File: src/rtl/rect_hit_array.sv
// Two-stage rectangle hit tester: per-pixel lowest-index hit, offsets and per-frame touch flags.
// Define RECT_HIT_OVERLAP_COUNT_EN to add the hit_count overlap popcount output.
module rect_hit_array #(
    parameter int NUM_OBJ = 8,
    parameter int X_W     = 10,
    parameter int Y_W     = 9,
    parameter int POS_W   = 12,
    parameter int SIZE_W  = 7,
    parameter int IDX_W   = 3
) (
    input  logic                      clock,
    input  logic                      reset_n,
    input  logic                      pix_valid,
    input  logic [X_W-1:0]            curr_x,
    input  logic [Y_W-1:0]            curr_y,
    input  logic                      frame_start,
    input  logic [NUM_OBJ-1:0]        obj_en,
    input  logic [NUM_OBJ*POS_W-1:0]  obj_x,
    input  logic [NUM_OBJ*POS_W-1:0]  obj_y,
    input  logic [NUM_OBJ*SIZE_W-1:0] obj_w,
    input  logic [NUM_OBJ*SIZE_W-1:0] obj_h,
    output logic                      hit_valid,
    output logic                      hit,
    output logic [IDX_W-1:0]          hit_idx,
    output logic [SIZE_W-1:0]         off_x,
    output logic [SIZE_W-1:0]         off_y,
`ifdef RECT_HIT_OVERLAP_COUNT_EN
    output logic [IDX_W:0]            hit_count,
`endif
    output logic [NUM_OBJ-1:0]        frame_touched
);

    localparam int CW = POS_W + 1;

    logic signed [CW-1:0] px, py;
    logic [NUM_OBJ-1:0]        inside_c;
    logic [NUM_OBJ*SIZE_W-1:0] ox_lo_d, oy_lo_d, ox_lo_q, oy_lo_q;

    assign px = $signed(CW'(curr_x));
    assign py = $signed(CW'(curr_y));

    for (genvar g = 0; g < NUM_OBJ; g++) begin : g_obj
        logic signed [CW-1:0] x0, y0, x1, y1;
        logic [SIZE_W-1:0]    w, h;
        assign w  = obj_w[g*SIZE_W +: SIZE_W];
        assign h  = obj_h[g*SIZE_W +: SIZE_W];
        assign x0 = CW'($signed(obj_x[g*POS_W +: POS_W]));
        assign y0 = CW'($signed(obj_y[g*POS_W +: POS_W]));
        // Extra bit keeps edge+size from wrapping for objects near the right edge
        assign x1 = x0 + $signed(CW'(w));
        assign y1 = y0 + $signed(CW'(h));
        assign inside_c[g] = obj_en[g] && (w != '0) && (h != '0) &&
                             (px >= x0) && (px < x1) &&
                             (py >= y0) && (py < y1);
        assign ox_lo_d[g*SIZE_W +: SIZE_W] = SIZE_W'(obj_x[g*POS_W +: POS_W]);
        assign oy_lo_d[g*SIZE_W +: SIZE_W] = SIZE_W'(obj_y[g*POS_W +: POS_W]);
    end

    // Stage 1 state
    logic               pv_d, pv_q, fs_d, fs_q;
    logic [X_W-1:0]     x_d, x_q;
    logic [Y_W-1:0]     y_d, y_q;
    logic [NUM_OBJ-1:0] inside_d, inside_q;

    always_comb begin
        pv_d     = pix_valid;
        fs_d     = frame_start;
        x_d      = curr_x;
        y_d      = curr_y;
        inside_d = pix_valid ? inside_c : '0;
    end

    // Stage 2 state
    logic               hit_valid_d, hit_valid_q, hit_d, hit_q;
    logic [IDX_W-1:0]   hit_idx_d, hit_idx_q;
    logic [SIZE_W-1:0]  off_x_d, off_x_q, off_y_d, off_y_q;
    logic [SIZE_W-1:0]  sel_ox, sel_oy;
    logic [NUM_OBJ-1:0] touched_d, touched_q, ftouch_d, ftouch_q;
`ifdef RECT_HIT_OVERLAP_COUNT_EN
    logic [IDX_W:0]     cnt_d, cnt_q;
`endif

    always_comb begin
        hit_idx_d = '0;
        sel_ox    = '0;
        sel_oy    = '0;
        for (int i = NUM_OBJ - 1; i >= 0; i--) begin
            if (inside_q[i]) begin
                hit_idx_d = IDX_W'(i);
                sel_ox    = ox_lo_q[i*SIZE_W +: SIZE_W];
                sel_oy    = oy_lo_q[i*SIZE_W +: SIZE_W];
            end
        end
        hit_valid_d = pv_q;
        hit_d       = |inside_q;
        off_x_d     = hit_d ? SIZE_W'(x_q) - sel_ox : '0;
        off_y_d     = hit_d ? SIZE_W'(y_q) - sel_oy : '0;
        // The frame_start pixel opens the new frame rather than closing the old one
        touched_d   = touched_q | inside_q;
        ftouch_d    = ftouch_q;
        if (fs_q) begin
            ftouch_d  = touched_q;
            touched_d = inside_q;
        end
`ifdef RECT_HIT_OVERLAP_COUNT_EN
        cnt_d = '0;
        for (int i = 0; i < NUM_OBJ; i++) begin
            cnt_d = cnt_d + (IDX_W+1)'(inside_q[i]);
        end
`endif
    end

    always_ff @(posedge clock or negedge reset_n) begin
        if (!reset_n) begin
            pv_q        <= 1'b0;
            fs_q        <= 1'b0;
            x_q         <= '0;
            y_q         <= '0;
            inside_q    <= '0;
            ox_lo_q     <= '0;
            oy_lo_q     <= '0;
            hit_valid_q <= 1'b0;
            hit_q       <= 1'b0;
            hit_idx_q   <= '0;
            off_x_q     <= '0;
            off_y_q     <= '0;
            touched_q   <= '0;
            ftouch_q    <= '0;
`ifdef RECT_HIT_OVERLAP_COUNT_EN
            cnt_q       <= '0;
`endif
        end else begin
            pv_q        <= pv_d;
            fs_q        <= fs_d;
            x_q         <= x_d;
            y_q         <= y_d;
            inside_q    <= inside_d;
            ox_lo_q     <= ox_lo_d;
            oy_lo_q     <= oy_lo_d;
            hit_valid_q <= hit_valid_d;
            hit_q       <= hit_d;
            hit_idx_q   <= hit_idx_d;
            off_x_q     <= off_x_d;
            off_y_q     <= off_y_d;
            touched_q   <= touched_d;
            ftouch_q    <= ftouch_d;
`ifdef RECT_HIT_OVERLAP_COUNT_EN
            cnt_q       <= cnt_d;
`endif
        end
    end

    assign hit_valid     = hit_valid_q;
    assign hit           = hit_q;
    assign hit_idx       = hit_idx_q;
    assign off_x         = off_x_q;
    assign off_y         = off_y_q;
    assign frame_touched = ftouch_q;
`ifdef RECT_HIT_OVERLAP_COUNT_EN
    assign hit_count     = cnt_q;
`endif

endmodule
File: config.mk
export PLATFORM = sky130hd
export DESIGN_NAME = rect_hit_array
export DESIGN_NICKNAME = d
export VERILOG_FILES = /design/src/rtl/rect_hit_array.sv
export SDC_FILE = /design/constraint.sdc
export NUM_CORES = 1
export LEC_CHECK = 0
export CORE_MARGIN = 10
export CORE_UTILIZATION = 30
export CTS_BUF_LIST = sky130_fd_sc_hd__clkbuf_16
export DETAILED_ROUTE_END_ITERATION = 8
export GPL_TIMING_DRIVEN = 0
export PLACE_DENSITY_LB_ADDON = 0.05
export SLEW_MARGIN = 10
export SYNTH_ARGS = -nofsm -noshare
export SYNTH_HDL_FRONTEND = slang
export SYNTH_SLANG_ARGS = --single-unit
File: constraint.sdc
create_clock -name clock -period 4.2 [get_ports clock]
set_input_delay 0.63 -clock clock [delete_from_list [all_inputs] [get_ports clock]]
set_output_delay 0.63 -clock clock [all_outputs]
set_load 0.03 [all_outputs]
* Word-level counts from Yosys, hierarchy flattened
Index checks and enable logic that the tools add are counted.
** Storage, ports and cells
- Register bits :: 171
- Input port bits :: 335
- Output and inout bits :: 27
- Word-level logic and storage cells :: 158
** Cells by class
- Add/subtract/negate cells :: 18
- Magnitude comparators :: 32
- Mux-type cells :: 28
- Bitwise gates (word level) :: 1
- Reduce and logical (&&, ||, !) cells :: 65
** Operators with widths (count)
- 12-bit by 8-bit adder with 13-bit output :: 16
- 7-bit two-way mux :: 18
- 7-bit nonzero test :: 16
- 10-bit by 13-bit < comparator with 1-bit output :: 8
- 11-bit by 13-bit < comparator with 1-bit output :: 8
- 10-bit by 12-bit >= comparator with 1-bit output :: 8
- 11-bit by 12-bit >= comparator with 1-bit output :: 8
- 1-bit logical AND :: 48
- 3-bit two-way mux :: 8
- 8-bit two-way mux :: 2
- 7-bit subtractor :: 2
- 8-bit OR :: 1
- 8-bit OR reduction :: 1

* Longest topological paths before layout
- Depth after elaboration :: 10
- Mapped depth :: 18

* Worst setup path after synthesis
No wires, ideal clock.
- Path kind :: in2reg
- Start point :: input port obj_y[72]
- End point :: register inside_q[6]
- Setup time :: 0.105 ns
- Arrival time :: 3.476 ns
- Data required time :: 4.095 ns
- Path slack :: 0.618 ns
- Cell stages on the path :: 14
- Cells stage by stage :: ha_1 > fa_1 > a211o_1 > o211ai_1 > nand2b_1 > a21oi_1 > xor2_1 > ha_1 > a2111oi_1 > nand2_1 > o21ai_1 > a21oi_1 > or3_1 > nor4b_1
** Between the ends
- Cells in the longest elaborated chain, start to end :: 4
- Elaborated cells between the ends (all ways) :: 6
- Classes of those cells :: 1 x add/sub; 2 x order compare; 1 x mux; 2 x reduce/logical
** Ends and longest elaborated chain
- start: declaration :: RTL line 19 : input logic [NUM_OBJ*POS_W-1:0] obj_y,
- 12-bit by 8-bit adder with 13-bit output / 10-bit by 12-bit >= comparator with 1-bit output (equally long branches) :: RTL line 51, 54
- 10-bit by 13-bit < comparator with 1-bit output / 1-bit logical AND (equally long branches) :: RTL line 54, 53
- 1-bit logical AND * :: RTL line 54 : (py >= y0) && (py < y1);
- 8-bit two-way mux * :: RTL line 70 : inside_d = pix_valid ? inside_c : '0;
- net inside_d[6] :: RTL line 63 : logic [NUM_OBJ-1:0] inside_d, inside_q;
- end signal: assignment :: RTL line 137 : inside_q <= inside_d;
- end: declaration :: RTL line 63
Mark *: on every way through the listed nets, which the timed path passes. The rest lies on a longest branch.
A chain may end at the register's enable or synchronous reset.

* Worst setup path in the final report
- Start point :: register inside_q[5]
- End point :: register off_x_q[6], in the netlist off_x[6]
** Between the ends
- Cells in the longest elaborated chain, start to end :: 8
- Elaborated cells between the ends (all ways) :: 9
- Classes of those cells :: 1 x add/sub; 7 x mux; 1 x reduce/logical
** Ends and longest elaborated chain
- 7-bit two-way mux (6 in series) :: RTL line 88 : if (inside_q[i]) begin
- 7-bit subtractor :: RTL line 96 : off_x_d = hit_d ? SIZE_W'(x_q) - sel_ox : '0;
- 7-bit two-way mux * :: RTL line 96
- net off_x_d[6] :: RTL line 76 : logic [SIZE_W-1:0] off_x_d, off_x_q, off_y_d, off_y_q;
- end signal: assignment :: RTL line 125 : off_x_q <= '0;
- end signal: assignment :: RTL line 143 : off_x_q <= off_x_d;
- end: declaration :: RTL line 76
Marked as above.

==> impl_metrics.toml <==
[setup_path]
critPathCaptureType = "flip-flop"
path_cells = "clkbuf_2, clkbuf_2, a221oi_1, nor3_1, a211oi_1, o311ai_2, o221ai_1, fa_1, a21o_1, a21oi_1, o21bai_1, a21oi_1, xor2_1, xnor2_1, nor2_1"
slowest_delay_ps = 490
path_buf_inv = 2
cpMaxStageDelayCell = "fa_1"
path_class = "flip-flop to flip-flop"
worstSetupStartpointType = "flip-flop"
cp.required_ps = 4500
critPathMaxFanout = 10
crit_arrival_ps = 4260
cpLargestDelayFamily = "compound AO/OA/AOI/OAI gates"

[sta]
setup-tns-final_ps = 0
fin_skew_ps = 12.6
timing.final.crit_share_pct = 94.5
max_freq_mhz = 252
fin_ws_ps = 233
tightestPinTransition_ps = 1250
setup_viol = 0
slew_headroom_pct = 16.1
hold_violations = 0
rsz0062_at_grt = "no"
fin_crit_ps = 3970
maxSlewViolCount = 0

[yosys]
syn_area_per_cell_sq_um = 8.92
syn_inst = 2088
netlist_area_sq_um = 18600
ys_warn_count = 0
syn_nets = 2853
yosysUniqueCellTypes = 76
synth_edf_count = 0
ys_seq_elements = 171
synth_seq_area_share_pct = 23.0
synth_ff_type = "dfrtp_1"
synthArstFlopShare_pct = 100

[clock_network]
root_buffer = "clkbuf_16"
clock_latency_ps = 450
hold_buffers = 0
cts_sinks = 171
clk_pin_slew_ps = 70
postCtsSetupRepairBufs = 0
h-tree-depth = 4
tritoncts = "yes"
clk_path_buf_depth = 2
cts_made_buffers = 17

[floorplanning]
initial_core_util_pct = 30.2
chipWidth_microns = 269
die_y_microns = 269
rows = 91
coreArea_sq_um = 61600
ios = 362
die-area_sq_um = 72400

[route]
drt-total-wl_mm = 72.2
drtAntennaViolNets = 0
wl_per_cell_microns = 21.7
drt_iter0_markers = 793
drc = 0
routed_via_density = 5.13
vias = 17000
drt_first_pass_iters = 4

[place]
place_hpwl_mm = 59.7
place_ws_ps = -681
gp_congestion = 0.845
place_area_sq_um = 23300
numPortBuffers = 361

[layout]
fin_util_pct = 38.8
final_area_sq_um = 23900
final_nets = 3234
synthToLayoutAreaGrowth_pct = 28.5
drive_gt1_share_pct = 3.59
n_antenna_cell = 0

[global_routing]
grt_usage_pct = 19.3
gr-total-overflow = 0
grt_max_degree = 95
grt_pass1_vias = 17700
grt_antenna_before_repair = 6
grt_pass1_wl_mm = 108

[power]
p_leak_nw = 10.9
powerDensity_nw_per_um2 = 238
ir_worst_vdd_mv = 0.275

[min_path]
worstHoldPathType = "input pin to asynchronous set/reset pin"

[job]
maxCapViolations = 0

[status]
status = "finished, final reports clean"
[state kept, by name, indices dropped and copies added, names as in the netlist, 3 cells and up]
signal / cells
frame_touched: 8
hit_idx: 3
inside_q: 8
off_x: 7
off_y: 7
ox_lo_q: 56
oy_lo_q: 56
touched_q: 8
x_q: 7
y_q: 7
[power breakdown]
part,switching (mW),internal [mW],leakage [nW]
Combinational,1.25,1.09,8.56
Sequential,0.0256,1.72,2.09
Clock,0.727,0.886,0.286
[metrics by stage]
step | std cells | total power [mW] | hold WS (ps)
after floorplan | 2088 | 3.16 | 331
after global placement | 3286 | 4.07 | 336
after detailed placement | 3288 | 4.12 | 341
after CTS | 3320 | 5.77 | 227
after global routing | 3319 | 6.13 | 234
final | 3319 | 5.70 | 172
[cells in the final DEF, fill, tap and decap left out, types with 17 or more instances in the layout]
master / n
fa_1: 18
a221oi_1: 17
nor2b_1: 62
o211ai_1: 28
nand4_1: 28
nand2b_1: 42
clkbuf_16: 17
a211oi_1: 36
xnor2_1: 74
dfrtp_1: 170
o21ai_1: 20
nor4_1: 19
inv_1: 204
o21a_1: 36
nor2_1: 117
nand2_1: 99
nor3_1: 56
ha_1: 412
a21o_1: 59
xor2_1: 50
clkdlybuf4s50_1: 346
nand3_1: 39
a21oi_1: 136
o21ai_0: 100
[repair_timing]
item	CTS	global route
endpoints found under the setup margin	7	3
cloned	0	0
resized for setup	14	9
[per-layer routing]
metal / track usage, % / share of wire [%] / vias up
met3: 3.14 / 3.9 / 68
met5: 0 / 0.096 / -
li1: - / - / 8507
met2: 33.7 / 49 / 347
met4: 5.99 / 2.9 / 10
met1: 23.9 / 44 / 8109
[area by class of cell]
cell class	instances	area [sq um]
clock buffers	17	425
clock inverters	15	160
well taps	837	1050
plain buffers	20	85.1
inverters	203	762
flip-flops and latches	171	4280
fillers	6254	37700
repair buffers	363	3590
multi-input cells	1693	13600
[Yosys cell counts, types with 5 or more instances]
cell / number / area (sq um)
a2111oi_0: 13 / 114
a211o_1: 14 / 123
a211oi_1: 36 / 270
a21boi_0: 7 / 52.6
a21o_1: 59 / 443
a21oi_1: 136 / 681
a221oi_1: 17 / 149
a31oi_1: 17 / 106
and3_1: 11 / 68.8
clkbuf_1: 18 / 67.6
dfrtp_1: 171 / 4280
fa_1: 18 / 360
ha_1: 412 / 5150
inv_1: 203 / 762
mux2_2: 9 / 101
mux2i_1: 5 / 50.1
nand2_1: 99 / 372
nand2b_1: 42 / 263
nand3_1: 39 / 195
nand4_1: 28 / 175
nor2_1: 117 / 439
nor2b_1: 63 / 394
nor3_1: 57 / 285
nor4_1: 20 / 125
o2111ai_1: 12 / 105
o211ai_1: 28 / 210
o21a_1: 36 / 270
o21ai_0: 102 / 510
o21ai_1: 19 / 95.1
o21bai_1: 16 / 120
o221ai_1: 14 / 123
o22ai_1: 7 / 43.8
o311ai_0: 10 / 87.6
o31a_1: 7 / 61.3
o31ai_1: 12 / 90.1
or2_2: 5 / 31.3
or3_1: 15 / 93.8
or4_1: 11 / 82.6
xnor2_1: 74 / 648
xor2_1: 50 / 438
[worst paths after layout]
kind	start	endpoint	slack, ps	cells past startpoint
max in group asynchronous	reset_n	inside_q[6]	3100	2
max	inside_q[5]	off_x[6]	230	15
min	reset_n	y_q[0]	170	1
min reg2reg	hit_valid_d	hit_valid	350	0
max reg2reg	inside_q[5]	off_x[6]	230	15
min in group clock	hit_valid_d	hit_valid	350	0
[worst register-to-register path, cell delays in order (launching register included)]
cell	delay (ps)
dfrtp_1	430
clkbuf_2	280
clkbuf_2	350
a221oi_1	110
nor3_1	230
a211oi_1	150
o311ai_2	350
o221ai_1	250
fa_1	490
a21o_1	200
a21oi_1	230
o21bai_1	90
a21oi_1	260
xor2_1	210
xnor2_1	140
nor2_1	50
[kinds of logic after synthesis]
group,share of synthesized area [%]
compound gates,21.8
xor+xnor,5.83
fa+ha+maj,29.6
buf+inv,4.52
flops,23.0
mux,0.813
simple gates,14.4
Power figures use the tool's default switching activity.
